<file path="config.mk">
export PLATFORM = sky130hd
export DESIGN_NAME = vram_port
export DESIGN_NICKNAME = d
export VERILOG_FILES = /design/src/rtl/vram_port.sv
export SDC_FILE = /design/constraint.sdc
export NUM_CORES = 1
export LEC_CHECK = 0
export BUFFER_PORTS_ARGS = -buffer_cell sky130_fd_sc_hd__buf_2
export CAP_MARGIN = 20
export CORE_MARGIN = 4
export CORE_UTILIZATION = 32
export DETAILED_ROUTE_END_ITERATION = 6
export GPL_ROUTABILITY_DRIVEN = 1
export GPL_TIMING_DRIVEN = 0
export PLACE_DENSITY = 0.79
export SETUP_SLACK_MARGIN = 0.4
export SLEW_MARGIN = 40
export SYNTH_ARGS = -nofsm -noshare
export SYNTH_HDL_FRONTEND = slang
export SYNTH_SLANG_ARGS = --single-unit
</file>
<file path="constraint.sdc">
create_clock -name clk -period 3.4 [get_ports clk]
set_input_delay 0.68 -clock clk [delete_from_list [all_inputs] [get_ports clk]]
set_output_delay 0.68 -clock clk [all_outputs]
set_load 0.05 [all_outputs]
</file>
<file path="src/rtl/vram_port.sv">
// vram_port: single-port VRAM arbiter between CPU load/store and display scanout,
// display-first with a starvation bound on pending CPU requests.
module vram_port #(
  parameter int ADDR_W     = 16,
  parameter int DATA_W     = 16,
  parameter int STARVE_MAX = 8
)(
  input  logic              clk,
  input  logic              rst,
  input  logic              cpu_active,
  input  logic              cpu_w,
  input  logic [ADDR_W-1:0] cpu_addr,
  input  logic [DATA_W-1:0] cpu_wdata,
  output logic              cpu_ready,
  output logic [DATA_W-1:0] cpu_rdata,
  input  logic              disp_req,
  input  logic [ADDR_W-1:0] disp_addr,
  output logic              disp_gnt,
  output logic              disp_valid,
  output logic [DATA_W-1:0] disp_rdata,
  output logic [ADDR_W-1:0] mem_addr,
  output logic              mem_we,
  output logic [DATA_W-1:0] mem_wdata,
  input  logic [DATA_W-1:0] mem_rdata
);
  typedef enum logic {S_IDLE, S_ACK} state_t;
  state_t state, state_n;
  logic [7:0] starve_cnt, starve_n;
  logic eligible, cpu_gnt;
  always_comb begin
    eligible = state == S_IDLE && cpu_active;
    cpu_gnt  = !rst && eligible && (!disp_req || starve_cnt == 8'(STARVE_MAX));
    disp_gnt = !rst && disp_req && !cpu_gnt;
    state_n  = cpu_gnt ? S_ACK : S_IDLE;
    starve_n = (cpu_gnt || !eligible) ? 8'd0 :
               (disp_gnt && starve_cnt != 8'(STARVE_MAX)) ? starve_cnt + 8'd1 : starve_cnt;
    mem_addr = cpu_gnt ? cpu_addr : disp_gnt ? disp_addr : '0;
    mem_we   = cpu_gnt && cpu_w;
  end
  always_ff @(posedge clk) begin
    if (rst) begin
      state      <= S_IDLE;
      starve_cnt <= 8'd0;
      disp_valid <= 1'b0;
    end else begin
      state      <= state_n;
      starve_cnt <= starve_n;
      disp_valid <= disp_gnt;
    end
  end
  assign cpu_ready  = state == S_ACK;
  assign cpu_rdata  = mem_rdata;
  assign disp_rdata = mem_rdata;
  assign mem_wdata  = cpu_wdata;
endmodule
</file>
==> impl_metrics.yaml <==
setup_path:
  crit_path_end: "mem_addr[7]"
  r2r-start: "starve_cnt[0]"
  cp-end-kind: "output pin"
  worst_path_largest_cell_delay_ns: 0.50
  worstSetupPathType: "register to output pin"
  cp.arrival_ns: 2.35
  rr_worst_depth: 6
  cp.required_ns: 2.72
  worstPathMaxFanout: 5
  start_kind: "register"
  crit_chain: "inv_2, ha_4, or4b_4, o311a_4, buf_6, buf_8, a32o_2, buf_8"
  reg2reg_to: "cpu_ready"
  crit_start: "starve_cnt[0]"
  crit_cells: 8
  worst-path-buf-inv: 4
  critPathTopFamily: "compound AO/OA/AOI/OAI gates"
  crit_slowest_cell: "or4b_4"
  rrSetupSlack_ns: 1.63
  path_common_cell: "buf_8"
cts:
  cts_max_level: 1
  cts_buffers: 3
  cts_tree: "yes"
  postCtsHoldBufs: 0
  worstSkewPairLatency_ns: 0.27
  cts_sinks: 10
  cts_buffer_depth: 2
  cts_root_buf: "clkbuf_4"
  clk_pin_slew_worst_paths_ns: 0.07
yosys:
  synth_xor_xnor_area_share: 0.00842
  synth.area.top_cells: "buf_4 35%, dfxtp_1 19%, a32o_1 15%"
  yosys.area.top_type_share: 0.347
  synth_edf_count: 0
  syn-num-nets: 193
  seq_area_frac_synth: 0.193
  synth_most_common_cell: "buf_4"
  yosys_warnings: 0
  synth_adder_area_share: 0.0241
  synth_area_per_cell_um2: 8.52
  ys.flop_type: "dfxtp_1"
  async_reset_ff_frac: 0
  synthesis.area_um2: 1040
  synthMuxAreaShare: 0
  yosysTopAreaCell: "buf_4"
  synth_cell_types: 32
  synth_compound_area_frac: 0.241
  synth_cells: 122
  yosys-top-cells-count: "48 x buf_4, 16 x a32o_1, 10 x dfxtp_1"
  synth_top_family_by_area: "buffers and inverters"
  synth-seq-cells: 10
  yosys.area_share.simple: 0.136
sta:
  setup_viol: 0
  min_period_over_period: 0.890
  relSlewSlack: 0.611
  hold_violations: 0
  skew_ns: 0.00340
  drv_slew: 0
  setup_tns_ns: 0
  rsz0062_at_grt: "true"
  fmax_mhz: 330
  finalCriticalPeriod_ns: 3.03
  worstMarginPinSlew_ns: 0.581
floorplanning:
  dieHeight_um: 65
  rows: 20
  die-width_um: 65
  dieArea_um2: 4230
  coreArea_um2: 3080
  ios: 137
  start_util: 0.338
power_and_ir_drop:
  powerDensity_nw_per_um2: 289
  power.leakage_nw: 0.958
  irDropWorstVdd_mv: 0.146
layout:
  final_nets: 306
  syn_to_final_growth_pct: 71.8
  postLayoutCoreUtil: 0.580
  stdcell_count: 277
  n_fill_cell: 277
  diodes: 0
  drive_gt1_frac: 0.760
global_routing:
  globalRouteMet3Util: 0.0329
  use_met2: 0.281
  first_global_vias: 1221
  grt_max_degree: 11
  antenna_found_initial: 0
  track_usage: 0.143
  busiest_layer: "met2"
  grt_overflow: 0
  grt_pass1_wl_um: 4940
  use_met1: 0.151
placed_design:
  numPortBuffers: 104
  dp_hpwl_um: 2810
  gp_congestion: 0.738
  dp.cells: 270
route:
  routed_wl_um: 3780
  dr.pass1.iters: 4
  num_vias: 1298
  drt-initial-drc-count: 40
  ant_nets: 0
  via_per_inst: 4.69
  drc_errors: 0
  avgRoutedWirePerCell_um: 13.6
run:
  cap_violations: 0
status:
  status: "finished clean"
hold_path:
  hp-class: "register to register"
-- worst min-delay path by stage --
stage,to,startpoint,cells past startpoint
6_report,starve_cnt[7],starve_cnt[7],2
5_1_grt,starve_cnt[7],starve_cnt[7],2
4_1_cts,starve_cnt[0],starve_cnt[0],1
3_5_place_dp,starve_cnt[0],starve_cnt[0],1
3_3_place_gp,starve_cnt[0],starve_cnt[0],1
2_1_floorplan,starve_cnt[0],starve_cnt[0],1
-- state kept, by name, indices dropped and copies added, names as in the netlist --
name / count
cpu_ready: 1
starve_cnt: 8
disp_valid: 1
-- per-layer routing --
layer	routed length, um	share of wire
met1	1260	0.33
met2	2100	0.55
met3	379	0.10
met4	43	0.011
met5	0	0
-- what timing repair did --
action	CTS	global route
gates cloned	0	2
setup buffers	0	2
gates resized for setup	12	21
pin swaps	1	4
endpoints found under the setup margin	10	10
-- worst register-to-register path, cell delays in order, from the launching register on --
cell and delay, ns:
dfxtp_4 0.35, inv_2 0.06, ha_4 0.11, or4b_4 0.50
o21ai_4 0.30, clkbuf_4 0.27, and2_1 0.14
-- area by class of cell --
| class | count | area [um2] | share of cell area |
|---|---|---|---|
| clock buffers | 3 | 22.5 | 0.0126 |
| plain buffers | 52 | 398 | 0.223 |
| well taps | 44 | 55.1 | 0.0308 |
| multi-input cells | 55 | 462 | 0.258 |
| inverters | 5 | 18.8 | 0.0105 |
| repair buffers | 108 | 626 | 0.350 |
| flip-flops and latches | 10 | 205 | 0.115 |
-- through the flow --
stage	power, mW	worst slack (ns)	hold slack, ns	cell area (um2)
5_1_grt	0.536	0.327	0.538	1790
6_report	0.517	0.373	0.498	1790
2_1_floorplan	0.353	0.714	0.441	1040
4_1_cts	0.503	0.445	0.453	1670
3_3_place_gp	0.416	0.556	0.460	1620
3_5_place_dp	0.417	0.539	0.471	1620
-- logic make-up after synthesis --
kind of cell             after synthesis
flip-flops                            10
buffers and inverters                 57
adder cells (fa/ha/maj)                2
AO/OA/AOI/OAI                         30
XOR/XNOR                               1
AND/OR/NAND/NOR                       22
-- power by group --
| part | switching (mW) | internal (mW) |
|---|---|---|
| clock | 0.0413 | 0.0410 |
| sequential | 0.00104 | 0.118 |
| combinational | 0.207 | 0.108 |
| total | 0.249 | 0.267 |
-- cells in the final DEF, fill, tap and decap left out, types with 3 or more instances in the layout --
| cell | synthesis | routed |
|---|---|---|
| buf_2 | 1 | 96 |
| buf_4 | 48 | 50 |
| a32o_1 | 16 | 12 |
| buf_6 | 1 | 9 |
| dfxtp_1 | 10 | 8 |
| clkbuf_4 | 0 | 4 |
| nor2_1 | 4 | 4 |
| a32o_2 | 0 | 4 |
| o21ai_0 | 4 | 4 |
| a21oi_1 | 4 | 4 |
| inv_1 | 5 | 3 |
| or3_1 | 3 | 3 |
No activity file was read; power rests on OpenSTA's default activity.
